File: src/rtl/nf_stream_arbiter_2to1_if.sv
// ---------------------------------------------------------------------------
// nf_stream_arbiter_2to1_if
//
// One AXI4-Stream link (tdata/tkeep/tuser/tlast/tvalid forward, tready back).
// The arbiter uses three of these: two upstream sources and one downstream
// sink.
//
// Handshake: a beat transfers on a rising clk edge where tvalid and tready are
// both 1. The master holds tdata/tkeep/tuser/tlast stable while tvalid is 1 and
// tready is 0, and never waits for tready before raising tvalid. tready may
// depend on tvalid, never the other way round.
//
// Modports:
//   master - drives tdata, tkeep, tuser, tlast, tvalid; receives tready
//   slave  - receives tdata, tkeep, tuser, tlast, tvalid; drives tready
// ---------------------------------------------------------------------------
interface nf_stream_arbiter_2to1_if #(
  parameter int C_AXIS_DATA_WIDTH  = 256,
  parameter int C_AXIS_TUSER_WIDTH = 128
);

  logic [C_AXIS_DATA_WIDTH-1:0]   tdata;
  logic [C_AXIS_DATA_WIDTH/8-1:0] tkeep;
  logic [C_AXIS_TUSER_WIDTH-1:0]  tuser;
  logic                           tlast;
  logic                           tvalid;
  logic                           tready;

  modport master (
    output tdata,
    output tkeep,
    output tuser,
    output tlast,
    output tvalid,
    input  tready
  );

  modport slave (
    input  tdata,
    input  tkeep,
    input  tuser,
    input  tlast,
    input  tvalid,
    output tready
  );

endinterface

File: src/rtl/nf_stream_arbiter_2to1.sv
// ---------------------------------------------------------------------------
// nf_stream_arbiter_2to1
//
// Packet-level round-robin arbiter that merges two AXI4-Stream sources onto
// one stream. A grant is held from a packet's first beat until its tlast beat
// transfers, so packets never interleave. The datapath is a pure
// combinational mux: the granted source's beat appears on m_axis in the same
// cycle and the downstream tready is routed straight back to it.
//
// Ports:
//   clk        in   single clock
//   reset      in   asynchronous, active-high reset
//   s0_axis    slave  source 0 stream (tready driven here)
//   s1_axis    slave  source 1 stream (tready driven here)
//   m_axis     master arbitrated stream (tready from downstream)
//   cnt_clear  in   synchronous clear of both packet counters
//   grant      out  one-hot owner: 01 = port 0, 10 = port 1, 00 = idle
//   pkt_cnt0   out  packets completed from port 0 (wraps)
//   pkt_cnt1   out  packets completed from port 1 (wraps)
//   state_dbg  out  raw FSM state encoding (IDLE=0, GRANT0=1, GRANT1=2)
// ---------------------------------------------------------------------------
module nf_stream_arbiter_2to1 #(
  parameter int C_AXIS_DATA_WIDTH  = 256,
  parameter int C_AXIS_TUSER_WIDTH = 128
) (
  input  logic                            clk,
  input  logic                            reset,
  nf_stream_arbiter_2to1_if.slave         s0_axis,
  nf_stream_arbiter_2to1_if.slave         s1_axis,
  nf_stream_arbiter_2to1_if.master        m_axis,
  input  logic                            cnt_clear,
  output logic [1:0]                      grant,
  output logic [31:0]                     pkt_cnt0,
  output logic [31:0]                     pkt_cnt1,
  output logic [1:0]                      state_dbg
);

  localparam int KEEP_W = C_AXIS_DATA_WIDTH / 8;

  typedef enum logic [1:0] {
    IDLE   = 2'd0,
    GRANT0 = 2'd1,
    GRANT1 = 2'd2
  } state_t;

  state_t state;
  state_t state_next;

  // Round-robin pointer: the port that wins when both are valid in IDLE.
  // 0 = port 0 preferred, 1 = port 1 preferred.
  logic rr_ptr;
  logic rr_ptr_next;

  // Combinational datapath and handshake results.
  logic [C_AXIS_DATA_WIDTH-1:0]  mux_tdata;
  logic [KEEP_W-1:0]             mux_tkeep;
  logic [C_AXIS_TUSER_WIDTH-1:0] mux_tuser;
  logic                          mux_tlast;
  logic                          mux_tvalid;
  logic                          s0_ready;
  logic                          s1_ready;

  // One-cycle pulses: the tlast beat of a packet transfers this cycle.
  logic pkt_done0;
  logic pkt_done1;

  // -------------------------------------------------------------------------
  // State and pointer registers
  // -------------------------------------------------------------------------
  always_ff @(posedge clk or posedge reset) begin
    if (reset) begin
      state  <= IDLE;
      rr_ptr <= 1'b0;
    end else begin
      state  <= state_next;
      rr_ptr <= rr_ptr_next;
    end
  end

  // -------------------------------------------------------------------------
  // Next-state, datapath mux and handshake routing
  //
  // m_axis.tvalid is taken from the granted source's tvalid only; it never
  // depends on m_axis.tready, so no combinational loop can form through a
  // downstream that derives tready from tvalid.
  // -------------------------------------------------------------------------
  always_comb begin
    state_next  = state;
    rr_ptr_next = rr_ptr;
    mux_tdata   = '0;
    mux_tkeep   = '0;
    mux_tuser   = '0;
    mux_tlast   = 1'b0;
    mux_tvalid  = 1'b0;
    s0_ready    = 1'b0;
    s1_ready    = 1'b0;
    pkt_done0   = 1'b0;
    pkt_done1   = 1'b0;

    case (state)
      IDLE: begin
        // Arbitration decision only; nothing is passed through this cycle,
        // which is the single bubble paid when starting from idle.
        if (rr_ptr == 1'b0) begin
          if (s0_axis.tvalid) begin
            state_next = GRANT0;
          end else if (s1_axis.tvalid) begin
            state_next = GRANT1;
          end
        end else begin
          if (s1_axis.tvalid) begin
            state_next = GRANT1;
          end else if (s0_axis.tvalid) begin
            state_next = GRANT0;
          end
        end
      end

      GRANT0: begin
        mux_tdata  = s0_axis.tdata;
        mux_tkeep  = s0_axis.tkeep;
        mux_tuser  = s0_axis.tuser;
        mux_tlast  = s0_axis.tlast;
        mux_tvalid = s0_axis.tvalid;
        s0_ready   = m_axis.tready;
        if (s0_axis.tvalid && m_axis.tready && s0_axis.tlast) begin
          pkt_done0   = 1'b1;
          rr_ptr_next = 1'b1;
          // Hand straight over to a waiting port 1 with no bubble.
          state_next  = s1_axis.tvalid ? GRANT1 : IDLE;
        end
      end

      GRANT1: begin
        mux_tdata  = s1_axis.tdata;
        mux_tkeep  = s1_axis.tkeep;
        mux_tuser  = s1_axis.tuser;
        mux_tlast  = s1_axis.tlast;
        mux_tvalid = s1_axis.tvalid;
        s1_ready   = m_axis.tready;
        if (s1_axis.tvalid && m_axis.tready && s1_axis.tlast) begin
          pkt_done1   = 1'b1;
          rr_ptr_next = 1'b0;
          state_next  = s0_axis.tvalid ? GRANT0 : IDLE;
        end
      end

      default: begin
        state_next = IDLE;
      end
    endcase
  end

  // -------------------------------------------------------------------------
  // Grant decode
  // -------------------------------------------------------------------------
  always_comb begin
    grant = 2'b00;
    case (state)
      GRANT0:  grant = 2'b01;
      GRANT1:  grant = 2'b10;
      default: grant = 2'b00;
    endcase
  end

  assign state_dbg = state;

  // -------------------------------------------------------------------------
  // Output wiring
  // -------------------------------------------------------------------------
  assign m_axis.tdata   = mux_tdata;
  assign m_axis.tkeep   = mux_tkeep;
  assign m_axis.tuser   = mux_tuser;
  assign m_axis.tlast   = mux_tlast;
  assign m_axis.tvalid  = mux_tvalid;
  assign s0_axis.tready = s0_ready;
  assign s1_axis.tready = s1_ready;

  // -------------------------------------------------------------------------
  // Packet counters
  //
  // cnt_clear has priority over a coincident completion, so a clear issued
  // on a tlast cycle leaves the counter at zero. Counters wrap naturally.
  // -------------------------------------------------------------------------
  always_ff @(posedge clk or posedge reset) begin
    if (reset) begin
      pkt_cnt0 <= 32'd0;
      pkt_cnt1 <= 32'd0;
    end else if (cnt_clear) begin
      pkt_cnt0 <= 32'd0;
      pkt_cnt1 <= 32'd0;
    end else begin
      if (pkt_done0) begin
        pkt_cnt0 <= pkt_cnt0 + 32'd1;
      end
      if (pkt_done1) begin
        pkt_cnt1 <= pkt_cnt1 + 32'd1;
      end
    end
  end

endmodule

File: src/flat_wrapper.sv
// flat-port wrapper written by rule: the top's interface ports become plain ports
module nf_stream_arbiter_2to1_flat 
#(
  parameter int C_AXIS_DATA_WIDTH  = 256,
  parameter int C_AXIS_TUSER_WIDTH = 128
)
  (clk, reset, cnt_clear, grant, pkt_cnt0, pkt_cnt1, state_dbg, s0_axis_tdata, s0_axis_tkeep, s0_axis_tuser, s0_axis_tlast, s0_axis_tvalid, s0_axis_tready, s1_axis_tdata, s1_axis_tkeep, s1_axis_tuser, s1_axis_tlast, s1_axis_tvalid, s1_axis_tready, m_axis_tdata, m_axis_tkeep, m_axis_tuser, m_axis_tlast, m_axis_tvalid, m_axis_tready);
  nf_stream_arbiter_2to1_if #(.C_AXIS_DATA_WIDTH(C_AXIS_DATA_WIDTH), .C_AXIS_TUSER_WIDTH(C_AXIS_TUSER_WIDTH)) s0_axis_i ();
  nf_stream_arbiter_2to1_if #(.C_AXIS_DATA_WIDTH(C_AXIS_DATA_WIDTH), .C_AXIS_TUSER_WIDTH(C_AXIS_TUSER_WIDTH)) s1_axis_i ();
  nf_stream_arbiter_2to1_if #(.C_AXIS_DATA_WIDTH(C_AXIS_DATA_WIDTH), .C_AXIS_TUSER_WIDTH(C_AXIS_TUSER_WIDTH)) m_axis_i ();
  input  logic clk;
  input  logic reset;
  input  logic cnt_clear;
  output logic [1:0] grant;
  output logic [31:0] pkt_cnt0;
  output logic [31:0] pkt_cnt1;
  output logic [1:0] state_dbg;
  input wire logic [$bits(s0_axis_i.tdata)-1:0] s0_axis_tdata;
  input wire logic [$bits(s0_axis_i.tkeep)-1:0] s0_axis_tkeep;
  input wire logic [$bits(s0_axis_i.tuser)-1:0] s0_axis_tuser;
  input wire logic [$bits(s0_axis_i.tlast)-1:0] s0_axis_tlast;
  input wire logic [$bits(s0_axis_i.tvalid)-1:0] s0_axis_tvalid;
  output wire logic [$bits(s0_axis_i.tready)-1:0] s0_axis_tready;
  input wire logic [$bits(s1_axis_i.tdata)-1:0] s1_axis_tdata;
  input wire logic [$bits(s1_axis_i.tkeep)-1:0] s1_axis_tkeep;
  input wire logic [$bits(s1_axis_i.tuser)-1:0] s1_axis_tuser;
  input wire logic [$bits(s1_axis_i.tlast)-1:0] s1_axis_tlast;
  input wire logic [$bits(s1_axis_i.tvalid)-1:0] s1_axis_tvalid;
  output wire logic [$bits(s1_axis_i.tready)-1:0] s1_axis_tready;
  output wire logic [$bits(m_axis_i.tdata)-1:0] m_axis_tdata;
  output wire logic [$bits(m_axis_i.tkeep)-1:0] m_axis_tkeep;
  output wire logic [$bits(m_axis_i.tuser)-1:0] m_axis_tuser;
  output wire logic [$bits(m_axis_i.tlast)-1:0] m_axis_tlast;
  output wire logic [$bits(m_axis_i.tvalid)-1:0] m_axis_tvalid;
  input wire logic [$bits(m_axis_i.tready)-1:0] m_axis_tready;
  assign s0_axis_i.tdata = s0_axis_tdata;
  assign s0_axis_i.tkeep = s0_axis_tkeep;
  assign s0_axis_i.tuser = s0_axis_tuser;
  assign s0_axis_i.tlast = s0_axis_tlast;
  assign s0_axis_i.tvalid = s0_axis_tvalid;
  assign s0_axis_tready = s0_axis_i.tready;
  assign s1_axis_i.tdata = s1_axis_tdata;
  assign s1_axis_i.tkeep = s1_axis_tkeep;
  assign s1_axis_i.tuser = s1_axis_tuser;
  assign s1_axis_i.tlast = s1_axis_tlast;
  assign s1_axis_i.tvalid = s1_axis_tvalid;
  assign s1_axis_tready = s1_axis_i.tready;
  assign m_axis_tdata = m_axis_i.tdata;
  assign m_axis_tkeep = m_axis_i.tkeep;
  assign m_axis_tuser = m_axis_i.tuser;
  assign m_axis_tlast = m_axis_i.tlast;
  assign m_axis_tvalid = m_axis_i.tvalid;
  assign m_axis_i.tready = m_axis_tready;
  nf_stream_arbiter_2to1 #(.C_AXIS_DATA_WIDTH(C_AXIS_DATA_WIDTH), .C_AXIS_TUSER_WIDTH(C_AXIS_TUSER_WIDTH)) u_core (.clk(clk), .reset(reset), .s0_axis(s0_axis_i), .s1_axis(s1_axis_i), .m_axis(m_axis_i), .cnt_clear(cnt_clear), .grant(grant), .pkt_cnt0(pkt_cnt0), .pkt_cnt1(pkt_cnt1), .state_dbg(state_dbg));
endmodule
File: config.mk
export PLATFORM = sky130hd
export DESIGN_NAME = nf_stream_arbiter_2to1_flat
export DESIGN_NICKNAME = d
export VERILOG_FILES = /design/src/rtl/nf_stream_arbiter_2to1_if.sv /design/src/rtl/nf_stream_arbiter_2to1.sv /design/src/flat_wrapper.sv
export SDC_FILE = /design/constraint.sdc
export NUM_CORES = 1
export LEC_CHECK = 0
export BUFFER_PORTS_ARGS = -buffer_cell sky130_fd_sc_hd__buf_2
export CORE_AREA = 5 5 514 516
export DETAILED_ROUTE_END_ITERATION = 8
export DIE_AREA = 0 0 519 521
export PLACE_DENSITY_LB_ADDON = 0.15
export SLEW_MARGIN = 0
export SYNTH_ARGS = -nofsm -noshare
export SYNTH_HDL_FRONTEND = slang
export SYNTH_SLANG_ARGS = --single-unit
File: constraint.sdc
create_clock -name clk -period 2.8 [get_ports clk]
set_input_delay 0.56 -clock clk [delete_from_list [all_inputs] [get_ports clk]]
set_output_delay 0.56 -clock clk [all_outputs]
set_load 0.1 [all_outputs]
==> impl_metrics.toml <==
[placed_design]
pre_cts_ws_ns = 0.1006
gpl.final_weighted_congestion = 0.9722
port_buffers = 1327
dp_hpwl_mm = 157.8

[hold_path]
holdCritPathClass = "in -> async"

[sta]
hold_fails_final_rpt = 0
period_share_pct = 100.5
finalHoldWorstSlack_ns = 0.2222
unrepaired_setup_endpoints_after_global_routing = "yes"
max_slew_margin_pct = 57.84
finalSetupViolCount = 3
finalWorstSetupSlack_ns = -0.01441
max_freq_ghz = 0.3553
finalMaxSlewViolations = 0
time_the_final_worst_path_needs_with_i_o_delays_and_setup_ns = 2.814
finalSetupTns_ns = -0.02392
final.setup_skew_ns = 0.01318
worstMarginPinSlew_ns = 0.6367

[floorplanning]
die_area_um2 = 270400
io_pins = 1328
fp.dieH_um = 521
floorplan.initialDensity_pct = 3.909
floorplan.core_area_um2 = 258800
rows = 187
die_w_um = 519

[logic_synthesis]
synth_warnings = 0
synth.ff_latch_count = 67
synth_cell_type_count = 42
syn-num-nets = 2221
postSynthCellCount = 1374
mappedNetlistArea_um2 = 10120
ys_seq_area_share_pct = 16.57
syn_avg_cell_area_um2 = 7.362

[setup_path]
critical_path.max_fanout = 18
startpoint_type = "flop"
setup.worst_path.end_class = "output port"
critical_path_required_ns = 2.24
worst_r2r_endpoint = "u_core.pkt_cnt1[30]"
setup.reg_to_reg.worst_slack_ns = 0.23
worst_r2r_path_depth = 8
crit_end = "m_axis_tuser[24]"
total_number_of_cells_along_the_worst_setup_path = 8
worstPathCellList = "inv_4 -> ha_4 -> buf_16 -> buf_12 -> buf_16 -> a22oi_1 -> nor2b_2 -> buf_12"
cp.arrival_ns = 2.25
crit-reg2reg-launch = "u_core.state_dbg[0]"
path_buf_inv = 5
crit_path_top_delay_cell = "sky130_fd_sc_hd__dfrtp_2"
worst_path_largest_cell_delay_ns = 0.45
cp-startpoint = "u_core.state_dbg[1]"
critical_path.top_delay_family = "buffers and inverters"
worst_setup_path_category = "reg -> out"

[clocking]
clock_tree.htree_level_count = 3
tritoncts = "built"
clk_latency_ns = 0.37
clk_sink_count = 67
max-clock-path-buffers = 2
clkSlewWorstSetupHoldPaths_ns = 0.07
root_buffer = "sky130_fd_sc_hd__clkbuf_16"
cts_inserted_buffers = 9

[pwr]
power_leakage_nw = 13.05
power_density_nw_per_um2 = 1396
peakVddDrop_mv = 0.6076

[grt]
antenna_found_initial = 215
grt_max_degree = 43
grt_first_pass_wirelength_mm = 220.7
via_count_of_the_first_global_routing_pass = 18450
grtUsageTotal_pct = 12.51
total_global_routing_overflow = 0

[route]
routed_wire_length_per_instance_um = 29.67
routed_wirelength_mm = 183.5
avgViaCountPerCell = 2.983
drtIter0Drc = 1228
via_count = 18450
drc = 0
post_route_ant_nets = 0
firstDrtPassIters = 5

[cells_and_area]
area_growth_pct = 234.5
drive_gt1_share_pct = 79.32
final_core_utilization_pct = 13.08
finish.net_count = 3565

[outcome]
failing_checks = "setup timing"
status = "finished with violations"

[flow_run]
drv_cap = 0
-- where the power goes --
group / switching [mW] / leakage, nW / internal (mW)
clock network: 0.541 / 0.148 / 0.705
registers: 0.0280 / 0.927 / 0.990
logic: 27.0 / 12.0 / 18.0
-- sequential cells by signal, indices dropped and copies added, names as in the netlist --
| register | count |
|---|---|
| u_core.rr_ptr | 1 |
| u_core.pkt_cnt0 | 32 |
| u_core.state_dbg | 2 |
| u_core.pkt_cnt1 | 32 |
-- how the worst min path moves through the flow --
stage	from	to	slack [ns]	cells after the start
floorplan	u_core.rr_ptr	u_core.rr_ptr	0.52	2
global placement	u_core.rr_ptr	u_core.rr_ptr	0.56	2
detailed placement	u_core.pkt_cnt1[22]	u_core.pkt_cnt1[22]	0.56	2
CTS	reset	u_core.pkt_cnt0[4]	0.23	2
global route	reset	u_core.pkt_cnt0[4]	0.25	2
finish	reset	u_core.pkt_cnt0[4]	0.22	2
-- metrics by stage --
| stage | total power, mW | cells | area [um^2] |
|---|---|---|---|
| after CTS | 46.01 | 6091 | 32390 |
| after detailed placement | 42.42 | 6045 | 30940 |
| final | 47.25 | 6185 | 33840 |
| after global routing | 48.85 | 6165 | 33790 |
| after global placement | 42.61 | 6045 | 30940 |
| after floorplan | 27.43 | 1374 | 13530 |
-- cell families (layout without fill, tap and decap cells) --
logic type      Yosys count  in the layout  synth area share, %
flops                    67             67                16.57
simple gates            601            601                36.76
compound gates          495            495                35.82
other cells               0             60                    0
fa+ha+maj                 7              7               0.8658
xor+xnor                 21             21                1.818
buf+inv                 171           1520                6.840
mux                      12             12                1.323
-- per-layer routing --
layer	routed length (um)	up-vias	GRT usage, %
met5	738	-	0
met4	5567	112	2.358
met3	17850	389	5.514
met2	93840	1201	23.25
met1	65530	8830	13.06
li1	-	7919	-
-- placed cells by master, fill, tap and decap left out, drive strengths merged, types with 2 or more instances in the layout --
cell,instances
a22oi,419
nor4,12
nand2,23
a21oi,31
diode,60
xnor2,5
o41ai,2
o2111ai,2
and4,14
nand3,28
or3,7
or2,2
and3,6
xor2,16
nor2b,429
buf,1479
inv,12
nor2,32
dfrtp,67
ha,7
clkbuf,25
and2,5
o311ai,2
o21ai,13
o31ai,22
mux2,11
or4,22
nand4,20
-- cell usage after synthesis (all sizes together) --
library cell | number | area [um^2]
nor2 | 32 | 120.1
nand3 | 28 | 175.2
or3 | 7 | 43.79
buf | 30 | 162.7
a21oi | 31 | 155.2
o21a | 1 | 7.510
dfrtp | 67 | 1677
xor2 | 16 | 140.1
o21ai | 13 | 68.82
inv | 8 | 30.03
or4 | 22 | 165.2
and2 | 5 | 31.28
o31a | 1 | 8.760
o41ai | 2 | 17.52
nand4 | 20 | 152.6
o311ai | 2 | 17.52
nand2 | 23 | 86.33
a21o | 1 | 7.510
nor2b | 429 | 2684
mux2i | 1 | 10.01
and3 | 6 | 37.54
o2111ai | 2 | 17.52
or2 | 2 | 12.51
nor3 | 1 | 5.000
o211ai | 1 | 12.51
ha | 7 | 87.58
mux2 | 11 | 123.9
o31ai | 22 | 165.2
and4 | 14 | 130.1
xnor2 | 5 | 43.79
nor4 | 12 | 75.07
a22oi | 419 | 3146
clkbuf | 133 | 499.2
-- timing repair --
item	CTS	global route
setup endpoints to repair	275	278
hold buffers	0	0
resized for setup	103	161
cloned	16	18
pin swaps	4	34
setup buffers	15	19
-- area by class of cell --
class,count,area (um^2)
Sequential cell,67,1679
Timing Repair Buffer,1496,15540
Fill cell,29630,224900
Clock buffer,9,225.2
Multi-Input combinational cell,1136,11880
Inverter,8,35.03
Antenna cell,60,150.1
Tap cell,3402,4257
Clock inverter,7,81.33
(Power assumes the default switching activity.)
